$ cat src/rtl/core_if_inst_queue.sv
`default_nettype none
// ============================================================================
// Module   : core_if_inst_queue
// Brief    : IFU->IDU instruction queue (circular buffer) with flush support;
//            define CORE_IF_IQ_BYPASS_EN for empty-queue pass-through.
// Revision : 1.0
// ============================================================================
module core_if_inst_queue #(
  parameter int DEPTH  = 4,
  parameter int INST_W = 32,
  parameter int PC_W   = 32
) (
  input  logic                      clk,
  input  logic                      rst_n,
  input  logic                      valid_in,
  output logic                      ready_in,
  input  logic [INST_W-1:0]         i_inst,
  input  logic [PC_W-1:0]           i_pc,
  input  logic                      i_branch_predict,
  input  logic                      i_pipe_flush_req,
  output logic                      valid_out,
  input  logic                      ready_out,
  output logic [INST_W-1:0]         o_inst,
  output logic [PC_W-1:0]           o_pc,
  output logic                      o_branch_predict,
  output logic [$clog2(DEPTH):0]    o_count
);

  localparam int C_AW = $clog2(DEPTH);
  localparam int C_CW = C_AW + 1;
  localparam logic [C_CW-1:0] C_FULL = C_CW'(DEPTH);

  logic [INST_W-1:0] r_inst_mem [DEPTH];
  logic [PC_W-1:0]   r_pc_mem   [DEPTH];
  logic [DEPTH-1:0]  r_bp_mem;
  logic [C_AW-1:0]   r_wptr;
  logic [C_AW-1:0]   r_rptr;
  logic [C_CW-1:0]   r_count;

  logic w_empty;
  logic w_push;
  logic w_pop;

  assign w_empty  = (r_count == '0);
  assign ready_in = (r_count < C_FULL);
  assign o_count  = r_count;

`ifdef CORE_IF_IQ_BYPASS_EN
  logic w_bypass;

  // Empty queue forwards the upstream entry; it is stored only if IDU stalls.
  assign w_bypass         = w_empty && !i_pipe_flush_req;
  assign valid_out        = w_bypass ? valid_in : (!w_empty && !i_pipe_flush_req);
  assign o_inst           = w_bypass ? i_inst           : r_inst_mem[r_rptr];
  assign o_pc             = w_bypass ? i_pc             : r_pc_mem[r_rptr];
  assign o_branch_predict = w_bypass ? i_branch_predict : r_bp_mem[r_rptr];
  assign w_push           = valid_in && ready_in && !i_pipe_flush_req &&
                            !(w_bypass && ready_out);
`else
  assign valid_out        = !w_empty && !i_pipe_flush_req;
  assign o_inst           = r_inst_mem[r_rptr];
  assign o_pc             = r_pc_mem[r_rptr];
  assign o_branch_predict = r_bp_mem[r_rptr];
  assign w_push           = valid_in && ready_in && !i_pipe_flush_req;
`endif

  assign w_pop = valid_out && ready_out && !w_empty;

  always_ff @(posedge clk) begin
    if (w_push) begin
      r_inst_mem[r_wptr] <= i_inst;
      r_pc_mem[r_wptr]   <= i_pc;
      r_bp_mem[r_wptr]   <= i_branch_predict;
    end
  end

  // Reset outranks flush; both discard every queued entry.
  always_ff @(posedge clk) begin
    if (!rst_n) begin
      r_wptr  <= '0;
      r_rptr  <= '0;
      r_count <= '0;
    end else if (i_pipe_flush_req) begin
      r_wptr  <= '0;
      r_rptr  <= '0;
      r_count <= '0;
    end else begin
      if (w_push) r_wptr <= r_wptr + C_AW'(1);
      if (w_pop)  r_rptr <= r_rptr + C_AW'(1);
      case ({w_push, w_pop})
        2'b10:   r_count <= r_count + C_CW'(1);
        2'b01:   r_count <= r_count - C_CW'(1);
        default: r_count <= r_count;
      endcase
    end
  end

endmodule
`default_nettype wire

$ cat config.mk
export PLATFORM = sky130hd
export DESIGN_NAME = core_if_inst_queue
export DESIGN_NICKNAME = d
export VERILOG_FILES = /design/src/rtl/core_if_inst_queue.sv
export SDC_FILE = /design/constraint.sdc
export NUM_CORES = 1
export LEC_CHECK = 0
export ABC_AREA = 0
export CORE_ASPECT_RATIO = 1.75
export CORE_MARGIN = 3
export CORE_UTILIZATION = 30
export CTS_CLUSTER_DIAMETER = 50
export DETAILED_ROUTE_END_ITERATION = 8
export SYNTH_ARGS = -nofsm -noshare
export SYNTH_HDL_FRONTEND = slang
export SYNTH_SLANG_ARGS = --single-unit
$ cat constraint.sdc
create_clock -name clk -period 7.6 [get_ports clk]
set_clock_uncertainty 0.2 [all_clocks]
set_input_delay 1.14 -clock clk [delete_from_list [all_inputs] [get_ports clk]]
set_output_delay 1.14 -clock clk [all_outputs]
set_load 0.02 [all_outputs]
==> flow_metrics.tcl <==
set metrics [dict create \
    ff2ff_path_depth 2 \
    ys_warn_count 0 \
    remaining_drc_errors 0 \
    core-area_um2 32400 \
    synth_top_area_cell "edfxtp_1" \
    timing.setup.tns_ns 0 \
    slowest_stage "dfxtp_4" \
    cts_buffers 26 \
    multi_input_area_um2 1760 \
    syn2layout_area_growth_pct 26.6 \
    vias 4462 \
    htreeDepth 1 \
    synth_top_area_share_pct 78.6 \
    cpPeakStageDelay_ns 0.76 \
    final_antenna_net_count 0 \
    tightest_slew_ns 1.07 \
    crit_type "reg2out" \
    stdcell_count 968 \
    insertion_delay_ns 0.53 \
    hpwl_mm 11.5 \
    gp_congestion 0.661 \
    rsz0062_at_grt "false" \
    outcome "completed" \
    crit_path_cell_trace "buf_4, mux4_1, clkdlybuf4s50_1" \
    setup_violations 0 \
    via_per_inst 4.61 \
    grt_max_degree 66 \
    grt_pass1_vias 5052 \
    rows 87 \
    grt_pass1_wl_mm 29.5 \
    grt_antenna_before_repair 3 \
    top_layer "met5" \
    critPathLaunchType "flop" \
    hold_buffers 0 \
    min_period_over_period_pct 60.0 \
    postSynth.topFlopCell "edfxtp_1" \
    routed_wl_mm 19.6 \
    post-cts-setup-buffers 0 \
    min_period_ns 4.56 \
    grt_overflow 0 \
    hold_viol 0 \
    met2_length_mm 11.1 \
    arrival_ns 3.22 \
    drv_slew 0 \
    required_ns 6.26 \
    ir_drop_v 0.000159 \
    drt-met1-wl_mm 7.06 \
    fin_nets 622 \
    regArea_um2 8000 \
    synth_nets 469 \
    numPortBuffers 139 \
    die_y_um 247 \
    ys_seq_area_share_pct 80.4 \
    power_density_nw_per_um2 246 \
    cp.depth 3 \
    synth_area_leaders "edfxtp_1 79%, mux4_2 14%, dfxtp_1 1.8%" \
    nFillCells 2910 \
    cap_violations 0 \
    synth-seq-cells 269 \
    synth_area_um2 9930 \
    clock-root-buffer "clkbuf_16" \
    die_x_um 144 \
    relSlewSlack_pct 28.5 \
    drive_gt1_share_pct 20.1 \
    ctsResizeCount 0 \
    worst-path-buf-inv 2 \
    first_iter_violations 179 \
    ys_async_sr_fraction_pct 0 \
    clkTransAtPathRegs_ns 0.07 \
    hp-class "reg2reg" \
    post-route-util_pct 38.8 \
    clock-sinks 269 \
    dr_wl_met3_um 960 \
    finalPower_mw 3.10 \
    path_max_fanout 34 \
    hold_path_depth 2 \
    initial_utilization_pct 30.6 \
    syn_area_per_cell_um2 25.3 \
    clock.fmax_ghz 0.219 \
    drt_pre_antenna_iters 4 \
    synth_edf_count 260 \
    die-area_um2 35400 \
    grtUsageTotal_pct 11.1 \
    cts_tree "done" \
    dpl.cell_count 918 \
    crit_family "buffers and inverters" \
    end_kind "output port" \
    yosysUniqueCellTypes 24 \
    clk_path_buf_depth 3 \
    syn_inst 393 \
    r2r_setup_slack_ns 5.16 \
    io_pins 140 \
    holdWs_ns 0.346 \
    leakage_nw 3.87 \
    wl_per_cell_um 20.3 \
]
[area by class of cell]
| type | instances | area share [%] |
|---|---|---|
| Inverter | 7 | 0.209 |
| Antenna cell | 2 | 0.0398 |
| Sequential cell | 269 | 63.6 |
| Timing Repair Buffer | 140 | 11.1 |
| Multi-Input combinational cell | 102 | 14.0 |
| Clock buffer | 33 | 6.05 |
| Clock inverter | 15 | 1.06 |
| Tap cell | 400 | 3.98 |
[worst register-to-register path: stages, from the launching register on]
cell,delay (ns)
dfxtp_1,0.38
nor3b_2,0.48
and2_4,0.95
[logic make-up (layout without fill, tap and decap cells)]
kind of cell	Yosys count	after routing	share of synthesized area [%]
AOI/OAI and AO/OA	8	8	0.403
xor gates and xnor gates	3	3	0.265
adders and majority gates	6	6	0.832
buffers and inverters	22	195	1.98
DFF	269	269	80.4
muxes	66	66	15.0
other	0	2	0
and+or+nand+nor	19	19	1.10
[layout by cell type, fill, tap and decap left out, drive strengths merged]
master         count
nand2b             2
a21oi              5
clkdlybuf4s50    139
xor2               2
nor2               7
nor3b              1
clkinvlp           1
buf                1
o21ai              3
ha                 5
dfxtp              9
mux4              65
clkinv            12
xnor2              1
edfxtp           260
inv                8
fa                 1
diode              2
or3                3
nor3               1
clkbuf            33
and2               4
mux2i              1
bufinv             1
nand2              1
[metal layers]
layer  vias to the layer above  track usage [%]
met3                        36             2.17
li1                       1977                -
met4                         2             3.99
met5                         -                0
met1                      2333             12.0
met2                       114             21.1
[report_power, final]
| part | total (mW) | switching [mW] | internal [mW] |
|---|---|---|---|
| registers | 1.65 | 0.00584 | 1.65 |
| clock network | 1.30 | 0.546 | 0.752 |
| logic | 0.148 | 0.0700 | 0.0779 |
[stage by stage]
stage | setup WS, ns | area (um2)
6_report | 3.04 | 12600
5_1_grt | 2.73 | 12600
4_1_cts | 2.86 | 12600
3_5_place_dp | 3.45 | 11700
3_3_place_gp | 3.48 | 11700
2_1_floorplan | 3.91 | 9930
[flip-flops by register name, summed over array words and instances (netlist names), named ones only]
register	cells
r_rptr	2
r_inst_mem	128
r_pc_mem	128
o_count	3
r_wptr	2
r_bp_mem	4
[Yosys cell counts, types with 2 or more instances]
| cell type | number |
|---|---|
| edfxtp_1 | 260 |
| mux4_2 | 61 |
| dfxtp_1 | 9 |
| inv_1 | 7 |
| nor2_1 | 7 |
| buf_12 | 6 |
| buf_2 | 6 |
| a21oi_1 | 5 |
| ha_1 | 5 |
| and2_1 | 4 |
| mux4_1 | 4 |
| o21ai_0 | 3 |
| or3_1 | 3 |
| nand2b_1 | 2 |
| xor2_1 | 2 |
[worst paths after layout]
kind | start | end
max | flop | o_pc[1]
min | r_rptr[1]$_SDFFE_PP0P_ | flop
max reg2reg | o_count[2]$_SDFFE_PP0P_ | r_pc_mem[3][14]$_DFFE_PP_
min reg2reg | r_rptr[1]$_SDFFE_PP0P_ | flop
(Power assumes the default switching activity.)
==> variant 1, RTL diff (same settings) <==
Add a define of `CORE_IF_IQ_BYPASS_EN`.
--- a/src/rtl/core_if_inst_queue.sv
+++ b/src/rtl/core_if_inst_queue.sv
@@ -7,2 +7,4 @@
 // ============================================================================
+`define CORE_IF_IQ_BYPASS_EN
+
 module core_if_inst_queue #(
Formal check against the unedited RTL: not equivalent (a bounded check fails within 4 cycles, from zero or initial values).
==> variant 1 against the unedited design <==
Worst hold slack worse by 0.021 ns; global-route usage up 0.22 points; via count up 14%; area after synthesis up 7.7%; setup slack worse by 0.40 ns; cell count up 13%; wire length up 10%; final area up 5.6%; combinational power up 49%; sequential cell count unchanged; total power down 3.8%; critical endpoint is now o_pc[30]; largest cell class unchanged; largest power group unchanged.
==> variant 1: results (changes against the unedited design) <==
** Run status
- Run status :: completed

** Routing
- The via density per instance is 4.65 (+0.94%).
- The average wire per standard cell came to 19.7 µm (-2.6%).
- The met3 wire length came to 914 µm (-4.8%).
- Wirelength, routed :: 21700 µm (+10%)
- Detail Route met2 WL :: 12500 µm (+13%)
- Signal routing reaches up to met4.
- Detailed-routing wirelength on met1 :: 7690 µm (+9.0%)

** Layout
- The share of final layout cell area taken by clock buffers and inverters was 5.55% (-1.6 points).
- Total Nets Final :: 695 (+12%)
- The ratio of cells with drive above 1 in the final layout was 27.8% (+7.6 points).
- The multi-input logic cell count came to 173 (+70%).
- Multi-input gate area :: 2530 µm² (+44%)
- Layout buffer count excluding clock buffers :: 141 (+0.71%)
- The flip-flop and latch share of the layout cell area was 60.2% (-3.4 points).
- The count of filler cells inserted in the layout was 3127 (+7.5%).
- Fraction of cell area in non-clock buffers :: 10.6% (-0.53 points)

** Place
- Post-detailed-placement cell area :: 12500 µm² (+7.4%)
- The HPWL after detailed placement came to 13000 µm (+13%).
- The worst setup slack before clock tree synthesis is 2.58 ns (-0.877 ns).
- Routability cong. :: 0.725 (+9.6%)
- Total placed cells including tap cells :: 1052 (+15%)

** Power and ir drop
- Clk power :: 1.12 mW (-14%)
- The total power divided by cell area is 225 nW/µm² (-8.9%).
- The power attributed to combinational cells came to 0.221 mW (+49%).
- Switching component of the power :: 0.621 mW (-0.13%)
- IR Drop Worst-Case VDD :: 0.151 mV (-5.1%)

** Logic synthesis
- Synth top cells by count :: 260 x sky130_fd_sc_hd__edfxtp_1, 65 x sky130_fd_sc_hd__mux2_2, 64 x sky130_fd_sc_hd__mux4_2, 11 x sky130_fd_sc_hd__buf_6
- Mux cell area share after synthesis :: 20.6% (+5.6 points)
- Dominant cells by area after synthesis :: sky130_fd_sc_hd__edfxtp_1 73%, sky130_fd_sc_hd__mux4_2 13%, sky130_fd_sc_hd__mux2_2 6.8%
- The portion of the post-synthesis area used by sequential elements is 74.7% (-5.8 points).
- The count of cell types in the netlist came to 26 (+8.3%).
- Share of synthesized cell area in full adder, half adder and majority cells :: 0.772% (-0.060 points)

** Critical path
- Crit-path slowest cell :: sky130_fd_sc_hd__buf_4
- The critical-path maximum fanout was 66 (+94%).
- The slack of the worst reg-to-reg path is 4.83 ns (-0.33 ns).

** GRT
- The number of global-route vias before repair came to 5757 (+14%).
- Pin count of the biggest net entering global routing :: 67 (+1.5%)
- The met2 usage in global routing was 21.8% (+0.75 points).
- The global routing met3 resource utilization came to 1.86% (-0.31 points).
- Wire length of the first global-routing pass :: 33500 µm (+13%)

** Clock tree
- The CTS buffer count was 25 (-3.8%).

** STA
- Max Clk Rate :: 201 MHz (-8.1%)
-- variant 1: cell count changes after synthesis, moves of 3 or more --
cell	before	now
sky130_fd_sc_hd__mux2_2	0	65
sky130_fd_sc_hd__buf_12	6	0
sky130_fd_sc_hd__buf_2	6	3
sky130_fd_sc_hd__a21oi_1	5	8
sky130_fd_sc_hd__clkbuf_1	1	7
sky130_fd_sc_hd__buf_6	1	11
sky130_fd_sc_hd__mux4_1	4	1
sky130_fd_sc_hd__and2_1	4	0
sky130_fd_sc_hd__and3_1	0	4
sky130_fd_sc_hd__mux4_2	61	64
-- variant 1: path summary, 6_finish.rpt --
check	start	to	cells past startpoint
worst min-delay path	r_wptr[0]	r_wptr[0]	2
worst max-delay path	i_pipe_flush_req	o_pc[30]	5
worst max register to register	o_count[2]	r_inst_mem[2][14]	2
worst min register to register	r_wptr[0]	r_wptr[0]	2
==> variant 2, RTL diff (same settings) <==
Made on the original files. Reset style: asynchronous (`rst_n`), changed in one clocked block.
--- a/src/rtl/core_if_inst_queue.sv
+++ b/src/rtl/core_if_inst_queue.sv
@@ -77,3 +77,3 @@
   // Reset outranks flush; both discard every queued entry.
-  always_ff @(posedge clk) begin
+  always_ff @(posedge clk or negedge rst_n) begin
     if (!rst_n) begin
Check against the original RTL: differs if rst_n is asserted again (counterexample within 4 cycles, from zero or initial values and one cycle with rst_n low); with rst_n held inactive, the same outputs for 4 cycles.
==> variant 2 against the unedited design <==
Worst hold slack gained 0.050 ns; area after synthesis grew 0.20%; sequential cell count shrank 2; die area grew 0.20%; setup slack lost 0.14 ns; final area grew 0.37%; wire length grew 3.8%; register-to-register slack lost 0.11 ns; sequential share of layout area shrank 0.27 points; critical path type unchanged; largest cell class unchanged.
Power is not compared: it rests on default switching activity, and its combinational part moved more than twofold at a synthesized area within 25%.
==> variant 2: results (changes against the unedited design) <==
** Run status
- The flow ran to the end, and the final reports show no timing, DRC or antenna violations.

** GRT
- Met3 usage :: 1.97% (-0.19 points)
- The number of global-route vias before repair is 5258 (+4.1%).
- Pin count of the biggest net entering global routing :: 68 (+3.0%)
- Initial antenna violation count :: 4 (+1)
- Wire length of the first global-routing pass :: 30900 µm (+4.6%)
- GR met1 Demand/Resource :: 12.7% (+0.71 points)

** Logic synthesis
- After synthesis, the most frequently instantiated cells are 260 x sky130_fd_sc_hd__edfxtp_1, 56 x sky130_fd_sc_hd__mux4_2, 9 x sky130_fd_sc_hd__mux4_1, 7 x sky130_fd_sc_hd__buf_2, 7 x sky130_fd_sc_hd__dfrtp_1.
- The net count after synthesis is 474 (+1.1%).
- Count of unique library cells instantiated by Yosys :: 35 (+46%)
- The share of async-settable or async-resettable flops after synthesis was 2.62% (+2.6 points).
- The portion of the post-synthesis area used by sequential elements was 80.2% (-0.21 points).
- Sorting the synthesized cells by area gives the leading types as sky130_fd_sc_hd__edfxtp_1 78%, sky130_fd_sc_hd__mux4_2 13%, sky130_fd_sc_hd__mux4_1 2.4%.

** Critical path
- The maximum single-stage delay on the critical path was 0.79 ns (+0.03 ns).
- Capture instance of the worst register-to-register path :: r_inst_mem[2][0]
- Worst reg-to-reg setup slack :: 5.05 ns (-0.11 ns)
- The count of cells along the worst register-to-register path came to 3 (+1).
- In this run the critical register-to-register path is launched from o_count[2].
- The worst endpoint data arrival time was 3.36 ns (+0.14 ns).
- Maximum net fanout on the critical path :: 40 (+18%)

** Layout
- Fill count :: 2843 (-2.3%)
- The number of nets in the final layout came to 625 (+0.48%).

** Routing
- Total via count after detailed routing :: 4564 (+2.3%)
- DRC marker count from the first detailed-route iteration :: 227 (+27%)
- The average wire per standard cell is 21.0 µm (+3.4%).

** STA
- The final-layout worst hold slack came to 0.396 ns (+0.0501 ns).
## variant 2: changes by cell type after synthesis, moves of 3 or more
cell and change:
sky130_fd_sc_hd__buf_6 +4, sky130_fd_sc_hd__nor2_1 -3, sky130_fd_sc_hd__mux4_1 +5, sky130_fd_sc_hd__buf_12 -6, sky130_fd_sc_hd__buf_1 +3, sky130_fd_sc_hd__dfrtp_1 +7, sky130_fd_sc_hd__mux4_2 -5, sky130_fd_sc_hd__dfxtp_1 -9
sky130_fd_sc_hd__or3_1 -3
## variant 2: power by group through the flow
stage	Clock (mW)	Combinational (mW)	Sequential, mW
floorplan	0	0.245	1.71
global placement	0	0.418	1.73
detailed placement	0	0.425	1.74
CTS	1.33	0.427	1.71
global route	1.39	0.442	1.71
finish	1.29	0.414	1.70
## variant 2: worst max-delay path by stage
stage,start,end,cells past startpoint
after global placement,r_rptr[0],o_inst[21],3
after floorplan,i_pipe_flush_req,r_bp_mem[0],3
after global routing,r_rptr[0],o_inst[21],3
after CTS,r_rptr[0],o_inst[21],3
after detailed placement,r_rptr[0],o_inst[21],3
final,r_rptr[0],o_inst[26],3
## variant 2: logic make-up (layout without fill, tap and decap cells)
family,Yosys count,after routing,synth area share [%]
AOI/OAI and AO/OA,10,10,0.704
xor gates and xnor gates,4,4,0.352
adders and majority gates,5,5,0.704
buffers and inverters,22,192,1.35
DFF,267,267,80.2
muxes,66,66,15.2
other,0,3,0
and+or+nand+nor,25,25,1.52
## variant 2: tightest hold or removal path, delay by kind of cell, from the launching register on
kind,cells,cell delay (ns)
flip-flops,1,0.42
AO/OA/AOI/OAI,1,0.06
AND/OR/NAND/NOR,1,0.07
## variant 2: metal layers
| layer | vias to the layer above | part of all wire, % |
|---|---|---|
| li1 | 2007 | - |
| met1 | 2407 | 36 |
| met2 | 110 | 56 |
| met3 | 38 | 4.1 |
| met4 | 2 | 3.4 |
| met5 | - | 0.064 |
## variant 2: cell type report
| type | count | area share [%] |
|---|---|---|
| flip-flops and latches | 267 | 63.3 |
| multi-input cells | 110 | 14.6 |
| repair buffers | 140 | 11.1 |
| clock buffers | 29 | 5.24 |
| well taps | 400 | 3.96 |
| clock inverters | 18 | 1.60 |
| inverters | 5 | 0.149 |
| diodes | 3 | 0.0595 |
## variant 2: per-stage QoR
stage	std cells	area, µm²	util (%)	power, mW	setup WS [ns]
after global placement	922	11800	36.2	2.15	3.32
final	972	12600	38.9	3.41	2.90
after global routing	971	12600	38.9	3.55	2.62
after detailed placement	922	11800	36.2	2.16	3.31
after CTS	969	12600	38.9	3.46	2.72
after floorplan	399	9950	-	1.96	3.96
